File: src/rtl/spi_load_slave_rx_pkg.sv
// Package for the SPI/QPI load-file slave receiver.
// Holds the command codes, the field widths and the frame-decoder state encoding,
// plus a helper that returns the bit length of the field being received in a state.
package spi_load_pkg;

    localparam logic [7:0]  CMD_WR_REG = 8'h01;
    localparam logic [7:0]  CMD_WR_MEM = 8'h02;
    localparam int unsigned CMD_BITS   = 8;
    localparam int unsigned WORD_BITS  = 32;

    typedef enum logic [2:0] {
        ST_IDLE,
        ST_CMD,
        ST_REG,
        ST_ADDR,
        ST_DATA,
        ST_IGNORE
    } state_e;

    // Command and register-value fields are one byte; address and data are one word.
    function automatic logic [5:0] field_bits(state_e s);
        return (s == ST_CMD || s == ST_REG) ? 6'(CMD_BITS) : 6'(WORD_BITS);
    endfunction

endpackage

File: src/rtl/spi_load_slave_rx_if.sv
// Memory write request bus produced by the SPI load slave receiver.
//   valid  request valid (held with addr/wdata until ready)
//   ready  request accepted when valid & ready
//   addr   32-bit write byte address
//   wdata  32-bit write data
// Modport master: receiver side. Modport slave: memory side.
interface spi_load_slave_rx_if;

    logic        valid;
    logic        ready;
    logic [31:0] addr;
    logic [31:0] wdata;

    modport master (output valid, output addr, output wdata, input ready);
    modport slave  (input valid, input addr, input wdata, output ready);

endinterface

File: src/rtl/spi_load_slave_rx_edge_sync.sv
// Synchronizer and edge detector for the SPI pins.
//   clk, rst_n     system clock, asynchronous active-low reset
//   sck_i, csn_i   raw SPI clock and chip select (async to clk)
//   sdi_i[3:0]     raw data lanes
//   sck_rise_o     1-cycle pulse on a rising edge of synchronized sck
//   csn_o          synchronized chip select level
//   csn_rise_o     1-cycle pulse when synchronized csn goes high
//   csn_fall_o     1-cycle pulse when synchronized csn goes low
//   sdi_o[3:0]     synchronized data lanes, aligned with sck_rise_o
module spi_edge_sync #(
    parameter int unsigned SYNC_STAGES = 2
) (
    input  logic       clk,
    input  logic       rst_n,
    input  logic       sck_i,
    input  logic       csn_i,
    input  logic [3:0] sdi_i,
    output logic       sck_rise_o,
    output logic       csn_o,
    output logic       csn_rise_o,
    output logic       csn_fall_o,
    output logic [3:0] sdi_o
);

    // Bit layout of each stage: {sdi[3:0], csn, sck}. csn idles high.
    localparam logic [5:0] RST_VEC = 6'b00_0010;

    logic [SYNC_STAGES-1:0][5:0] sync_q, sync_d;
    logic [1:0]                  prev_q, prev_d;
    logic [5:0]                  synced;

    always_comb begin
        sync_d = {sync_q[SYNC_STAGES-2:0], {sdi_i, csn_i, sck_i}};
        synced = sync_q[SYNC_STAGES-1];
        prev_d = synced[1:0];
    end

    always_ff @(posedge clk or negedge rst_n) begin
        if (!rst_n) begin
            sync_q <= {SYNC_STAGES{RST_VEC}};
            prev_q <= RST_VEC[1:0];
        end else begin
            sync_q <= sync_d;
            prev_q <= prev_d;
        end
    end

    always_comb begin
        sck_rise_o = synced[0] & ~prev_q[0];
        csn_o      = synced[1];
        csn_rise_o = synced[1] & ~prev_q[1];
        csn_fall_o = ~synced[1] & prev_q[1];
        sdi_o      = synced[5:2];
    end

endmodule

File: src/rtl/spi_load_slave_rx.sv
// SPI/QPI slave receiver for load-file frames.
// Decodes cmd 0x01 (write config reg, bit0 = quad enable for later frames) and
// cmd 0x02 (32-bit address followed by a stream of 32-bit data words, one memory
// write per word, address advancing by ADDR_INC). Unknown commands are ignored.
//   clk, rst_n        system clock (>= 4x SCK), asynchronous active-low reset
//   spi_sck_i         SPI clock from master
//   spi_csn_i         chip select, active low
//   spi_sdi0..3_i     data lanes (lane 0 only in single mode; lane 3 is nibble MSB)
//   mem               memory write request bus (master side)
//   qpi_en_o          config reg bit0
//   busy_o            synchronized csn is low
//   frame_abort_o     1-cycle pulse: csn rose with a partial field received
//   overflow_o        sticky: a data word completed while a write was pending
module spi_load_slave_rx
    import spi_load_pkg::*;
#(
    parameter int unsigned SYNC_STAGES = 2,
    parameter int unsigned ADDR_INC    = 4
) (
    input  logic                       clk,
    input  logic                       rst_n,
    input  logic                       spi_sck_i,
    input  logic                       spi_csn_i,
    input  logic                       spi_sdi0_i,
    input  logic                       spi_sdi1_i,
    input  logic                       spi_sdi2_i,
    input  logic                       spi_sdi3_i,
    spi_load_slave_rx_if.master        mem,
    output logic                       qpi_en_o,
    output logic                       busy_o,
    output logic                       frame_abort_o,
    output logic                       overflow_o
);

    logic       sck_rise, csn_s, csn_rise, csn_fall;
    logic [3:0] sdi_s;

    spi_edge_sync #(.SYNC_STAGES(SYNC_STAGES)) u_sync (
        .clk        (clk),
        .rst_n      (rst_n),
        .sck_i      (spi_sck_i),
        .csn_i      (spi_csn_i),
        .sdi_i      ({spi_sdi3_i, spi_sdi2_i, spi_sdi1_i, spi_sdi0_i}),
        .sck_rise_o (sck_rise),
        .csn_o      (csn_s),
        .csn_rise_o (csn_rise),
        .csn_fall_o (csn_fall),
        .sdi_o      (sdi_s)
    );

    state_e      state_q, state_d;
    logic [31:0] shift_q, shift_d;
    logic [5:0]  cnt_q, cnt_d;
    logic        frame_quad_q, frame_quad_d;
    logic        qpi_en_q, qpi_en_d;
    logic [31:0] waddr_q, waddr_d;
    logic        valid_q, valid_d;
    logic [31:0] addr_q, addr_d;
    logic [31:0] wdata_q, wdata_d;
    logic        abort_q, abort_d;
    logic        overflow_q, overflow_d;

    logic        sample;
    logic [31:0] shift_nxt;
    logic [5:0]  cnt_nxt;

    always_comb begin
        state_d      = state_q;
        shift_d      = shift_q;
        cnt_d        = cnt_q;
        frame_quad_d = frame_quad_q;
        qpi_en_d     = qpi_en_q;
        waddr_d      = waddr_q;
        valid_d      = valid_q;
        addr_d       = addr_q;
        wdata_d      = wdata_q;
        abort_d      = 1'b0;
        overflow_d   = overflow_q;

        sample    = sck_rise & ~csn_s;
        shift_nxt = frame_quad_q ? {shift_q[27:0], sdi_s} : {shift_q[30:0], sdi_s[0]};
        cnt_nxt   = cnt_q + (frame_quad_q ? 6'd4 : 6'd1);

        // The pending request is independent of the frame and survives csn rise.
        if (valid_q && mem.ready) begin
            valid_d = 1'b0;
        end

        if (csn_rise) begin
            if (state_q != ST_IDLE && state_q != ST_IGNORE && cnt_q != '0) begin
                abort_d = 1'b1;
            end
            state_d = ST_IDLE;
            cnt_d   = '0;
        end else if (state_q == ST_IDLE) begin
            if (csn_fall) begin
                // Lane width is frozen for the whole frame at its start.
                state_d      = ST_CMD;
                cnt_d        = '0;
                frame_quad_d = qpi_en_q;
            end
        end else if (sample && state_q != ST_IGNORE) begin
            shift_d = shift_nxt;
            if (cnt_nxt == field_bits(state_q)) begin
                cnt_d = '0;
                case (state_q)
                    ST_CMD: begin
                        if (shift_nxt[7:0] == CMD_WR_REG) begin
                            state_d = ST_REG;
                        end else if (shift_nxt[7:0] == CMD_WR_MEM) begin
                            state_d = ST_ADDR;
                        end else begin
                            state_d = ST_IGNORE;
                        end
                    end
                    ST_REG: begin
                        qpi_en_d = shift_nxt[0];
                        state_d  = ST_IGNORE;
                    end
                    ST_ADDR: begin
                        waddr_d = shift_nxt;
                        state_d = ST_DATA;
                    end
                    ST_DATA: begin
                        if (valid_q) begin
                            overflow_d = 1'b1;
                        end else begin
                            valid_d = 1'b1;
                            addr_d  = waddr_q;
                            wdata_d = shift_nxt;
                        end
                        // Address advances even for a dropped word.
                        waddr_d = waddr_q + 32'(ADDR_INC);
                    end
                    default: ;
                endcase
            end else begin
                cnt_d = cnt_nxt;
            end
        end
    end

    always_ff @(posedge clk or negedge rst_n) begin
        if (!rst_n) begin
            state_q      <= ST_IDLE;
            shift_q      <= '0;
            cnt_q        <= '0;
            frame_quad_q <= 1'b0;
            qpi_en_q     <= 1'b0;
            waddr_q      <= '0;
            valid_q      <= 1'b0;
            addr_q       <= '0;
            wdata_q      <= '0;
            abort_q      <= 1'b0;
            overflow_q   <= 1'b0;
        end else begin
            state_q      <= state_d;
            shift_q      <= shift_d;
            cnt_q        <= cnt_d;
            frame_quad_q <= frame_quad_d;
            qpi_en_q     <= qpi_en_d;
            waddr_q      <= waddr_d;
            valid_q      <= valid_d;
            addr_q       <= addr_d;
            wdata_q      <= wdata_d;
            abort_q      <= abort_d;
            overflow_q   <= overflow_d;
        end
    end

    assign mem.valid     = valid_q;
    assign mem.addr      = addr_q;
    assign mem.wdata     = wdata_q;
    assign qpi_en_o      = qpi_en_q;
    assign busy_o        = ~csn_s;
    assign frame_abort_o = abort_q;
    assign overflow_o    = overflow_q;

endmodule
File: src/flat_wrapper.sv
// flat-port wrapper written by rule: the top's interface ports become plain ports
module spi_load_slave_rx_flat import spi_load_pkg::*;
#(
    parameter int unsigned SYNC_STAGES = 2,
    parameter int unsigned ADDR_INC    = 4
)
  (clk, rst_n, spi_sck_i, spi_csn_i, spi_sdi0_i, spi_sdi1_i, spi_sdi2_i, spi_sdi3_i, qpi_en_o, busy_o, frame_abort_o, overflow_o, mem_valid, mem_addr, mem_wdata, mem_ready);
  spi_load_slave_rx_if mem_i ();
  input  logic clk;
  input  logic rst_n;
  input  logic spi_sck_i;
  input  logic spi_csn_i;
  input  logic spi_sdi0_i;
  input  logic spi_sdi1_i;
  input  logic spi_sdi2_i;
  input  logic spi_sdi3_i;
  output logic qpi_en_o;
  output logic busy_o;
  output logic frame_abort_o;
  output logic overflow_o;
  output wire logic [$bits(mem_i.valid)-1:0] mem_valid;
  output wire logic [$bits(mem_i.addr)-1:0] mem_addr;
  output wire logic [$bits(mem_i.wdata)-1:0] mem_wdata;
  input wire logic [$bits(mem_i.ready)-1:0] mem_ready;
  assign mem_valid = mem_i.valid;
  assign mem_addr = mem_i.addr;
  assign mem_wdata = mem_i.wdata;
  assign mem_i.ready = mem_ready;
  spi_load_slave_rx #(.SYNC_STAGES(SYNC_STAGES), .ADDR_INC(ADDR_INC)) u_core (.clk(clk), .rst_n(rst_n), .spi_sck_i(spi_sck_i), .spi_csn_i(spi_csn_i), .spi_sdi0_i(spi_sdi0_i), .spi_sdi1_i(spi_sdi1_i), .spi_sdi2_i(spi_sdi2_i), .spi_sdi3_i(spi_sdi3_i), .mem(mem_i), .qpi_en_o(qpi_en_o), .busy_o(busy_o), .frame_abort_o(frame_abort_o), .overflow_o(overflow_o));
endmodule
File: config.mk
export PLATFORM = sky130hd
export DESIGN_NAME = spi_load_slave_rx_flat
export DESIGN_NICKNAME = d
export VERILOG_FILES = /design/src/rtl/spi_load_slave_rx_pkg.sv /design/src/rtl/spi_load_slave_rx_if.sv /design/src/rtl/spi_load_slave_rx_edge_sync.sv /design/src/rtl/spi_load_slave_rx.sv /design/src/flat_wrapper.sv
export SDC_FILE = /design/constraint.sdc
export NUM_CORES = 1
export LEC_CHECK = 0
export BUFFER_PORTS_ARGS = -buffer_cell sky130_fd_sc_hd__buf_4
export CELL_PAD_IN_SITES_DETAIL_PLACEMENT = 0
export CELL_PAD_IN_SITES_GLOBAL_PLACEMENT = 2
export CORE_MARGIN = 8
export CORE_UTILIZATION = 41
export DETAILED_ROUTE_END_ITERATION = 8
export GPL_TIMING_DRIVEN = 0
export PLACE_DENSITY_LB_ADDON = 0.1
export SLEW_MARGIN = 10
export SYNTH_ARGS = -nofsm -noshare
export SYNTH_HDL_FRONTEND = slang
export SYNTH_SLANG_ARGS = --single-unit
File: constraint.sdc
create_clock -name clk -period 5.4 [get_ports clk]
set_input_delay 0.81 -clock clk [delete_from_list [all_inputs] [get_ports clk]]
set_output_delay 0.81 -clock clk [all_outputs]
set_load 0.005 [all_outputs]
==> flow_metrics.tcl <==
set metrics [dict create \
    dp_hpwl_mm 14.07 \
    synth_mux_area_frac 0.1032 \
    fin_util 0.5091 \
    antenna_found_initial 0 \
    ys_types 55 \
    worstPathRequired_ps 5670 \
    end_kind "register" \
    yosysSeqAreaShare 0.5568 \
    peakVddDrop_uv 228.9 \
    rows 47 \
    worstSetupPathType "reg -> reg" \
    min_period_ps 4306 \
    cts-resized-gates 0 \
    status "completed" \
    vias_per_cell 5.520 \
    cts_tree "built" \
    core_sq_um 16580 \
    top_layer "met4" \
    post_cts_buffers 0 \
    slew_violations 0 \
    multi_input_area_sq_um 2861 \
    hold_viol 0 \
    fillers 1604 \
    drt_first_iter_violations 394 \
    p_total_mw 2.630 \
    grt_pass1_wl_mm 31.44 \
    clockBufferDepth 2 \
    cp_max_fo 10 \
    seqCellArea_sq_um 3882 \
    place_congestion 0.8577 \
    drtPass1Iterations 5 \
    instances_no_fill 1008 \
    synth_top_family_by_area "compound AO/OA/AOI/OAI gates" \
    met2_length_mm 9.231 \
    wl_mm 19.46 \
    postRouteAntennaNets 0 \
    io_buffers 77 \
    synth-simple-area-share 0.1383 \
    numPlacedInstances 976 \
    grt_max_degree 80 \
    die_w_um 146.4 \
    num_antenna_cells 0 \
    grt_setup_unrepaired "false" \
    vias 5564 \
    relSlewSlack 0.4057 \
    synthArstFlopShare 1.000 \
    synth_compound_area_frac 0.1554 \
    ys_seq_elements 155 \
    maxCapViolCount 0 \
    met1_length_mm 9.123 \
    globalRouteTotalUtil 0.1868 \
    worst_pin_slew_ps 891.4 \
    cts.sinks 155 \
    max_freq_mhz 232.2 \
    setup_violations 0 \
    post_dp_cell_area_sq_um 7861 \
    routedWlPerCell_um 19.30 \
    syn_inst 678 \
    fin_nets 788 \
    p_leak_nw 3.922 \
    start_kind "register" \
    dr_wl_met3_um 768 \
    yosysWarnings 0 \
    grt.overflow.total 0 \
    start_util 0.4205 \
    clkSlewWorstSetupHoldPaths_ps 60 \
    fin_crit_sh 0.7975 \
    synth_fa_ha_area_frac 0.007177 \
    synthXorXnorAreaFrac 0.006280 \
    synth-edff-count 0 \
    die_h_um 146.4 \
    area_delta_synth_final_pct 21.07 \
    tns_ps 0 \
    power_density_nw_per_um2 311.6 \
    avgSynthCellArea_sq_um 10.28 \
    worstPathArrival_ps 4580 \
    root_buffer "clkbuf_16" \
    synth_fp_nets 691 \
    final_area_sq_um 8442 \
    syn_area_sq_um 6973 \
    grt_pass1_vias 5700 \
    synth_ff_type "dfrtp_1" \
    min_path_type "reg -> reg" \
    drc_errors 0 \
    clock_skew_ps 7.789 \
    cts_hold_buffers 0 \
    numCtsBuffers 17 \
    h-tree-depth 4 \
    die_area_sq_um 21440 \
    clock_latency_ps 420 \
    drive_gt1_frac 0.2259 \
    pin_count 78 \
]
[path summary, 6_finish.rpt]
path | from | end | slack [ps] | cells after the start
setup / recovery | u_core.frame_quad_q$_DFFE_PN0P_ | u_core.waddr_q[12]$_DFFE_PN0P_ | 1090 | 13
hold / removal | u_core.u_sync.sync_d[11]$_DFF_PN0_ | u_core.u_sync.synced[5]$_DFF_PN0_ | 350 | 0
setup reg to reg | u_core.frame_quad_q$_DFFE_PN0P_ | u_core.waddr_q[12]$_DFFE_PN0P_ | 1090 | 13
hold reg to reg | u_core.u_sync.sync_d[11]$_DFF_PN0_ | u_core.u_sync.synced[5]$_DFF_PN0_ | 350 | 0
max in group asynchronous | rst_n | u_core.u_sync.sync_d[7]$_DFF_PN1_ | 4260 | 2
min in group asynchronous | rst_n | u_core.cnt_q[5]$_DFFE_PN0P_ | 360 | 1
[report_power, final]
part / total [mW] / leakage, nW / internal [mW] / switching (mW)
logic: 0.230 / 1.52 / 0.0748 / 0.155
clock network: 1.18 / 0.279 / 0.703 / 0.478
registers: 1.22 / 2.12 / 1.20 / 0.0251
total: 2.63 / 3.92 / 1.97 / 0.658
[registers in the layout, indices dropped and copies added, names as in the netlist]
signal,cells
u_core.mem.addr,32
u_core.shift_q,31
u_core.cnt_q,6
u_core.frame_abort_o,1
u_core.waddr_q,32
u_core.u_sync.synced,6
u_core.mem.wdata,32
u_core.overflow_o,1
u_core.mem.valid,1
u_core.qpi_en_o,1
u_core.frame_quad_q,1
u_core.state_q,3
u_core.u_sync.sync_d,6
u_core.u_sync.prev_q,2
[metal layers]
metal  vias up  track usage
met5         -            0
met4         0      0.06234
met3        26      0.03925
met2       147       0.2979
met1      2791       0.2486
li1       2600            -
[cells by family (layout without fill, tap and decap cells)]
kind of cell               count (synthesis)  after routing
AOI/OAI and AO/OA                        188            188
and+or+nand+nor                          208            208
muxes                                     67             67
xor gates and xnor gates                   5              5
adders and majority gates                  4              4
buffers and inverters                     51            161
DFF                                      155            155
[through the flow]
stage	hold WS, ps	setup slack (ps)
final	347.4	1094
after global routing	362.4	794.9
after CTS	350.0	1056
after detailed placement	335.6	1097
after global placement	332.7	1174
after floorplan	331.2	2059
[cells in the final DEF, fill, tap and decap left out, types with 2 or more instances in the layout]
master,n
nand4_1,12
o21ai_0,97
nand3b_1,2
mux2i_1,31
clkinvlp_4,3
dfstp_2,3
a32o_1,3
clkbuf_1,23
bufinv_16,2
buf_1,3
clkbuf_16,17
o21ai_1,5
nor3_1,4
xnor2_1,2
a21oi_1,55
o31ai_1,5
buf_4,82
o32ai_1,2
buf_2,12
xor2_1,3
a22o_1,4
and3_1,5
o211ai_1,3
nand2_1,130
clkbuf_8,2
ha_1,4
and4_1,6
or3_1,3
clkinv_2,4
nand3_1,19
inv_1,9
nor2_1,15
a21o_1,2
clkinv_4,2
dfrtp_1,152
mux2_2,35
[critical path, stage by stage (launching register included)]
cell and delay [ps]:
dfrtp_1 400, buf_2 230, buf_2 330, buf_1 710
inv_1 110, ha_1 260, ha_1 210, xor2_1 160
or3_1 370, nor3_4 360, o211a_1 210, buf_2 200
clkbuf_1 440, a21oi_1 150
[layout make-up]
| type | count | share of cell area |
|---|---|---|
| flip-flops and latches | 155 | 0.4599 |
| multi-input cells | 472 | 0.3390 |
| repair buffers | 78 | 0.07262 |
| clock buffers | 21 | 0.05454 |
| well taps | 220 | 0.03261 |
| plain buffers | 42 | 0.02312 |
| clock inverters | 11 | 0.01423 |
| inverters | 9 | 0.004002 |
[synthesized netlist by cell type, types with 9 or more instances]
library cell    n  share of area
nor2_1         15         0.0081
o21ai_0        97          0.070
nand3_1        19          0.014
clkbuf_1       21          0.011
dfrtp_1       152           0.55
nand2_1       130          0.070
inv_1           9         0.0048
mux2i_1        31          0.045
mux2_2         35          0.057
a21oi_1        55          0.039
buf_2          12         0.0086
nand4_1        12          0.011
(Power assumes the default switching activity.)
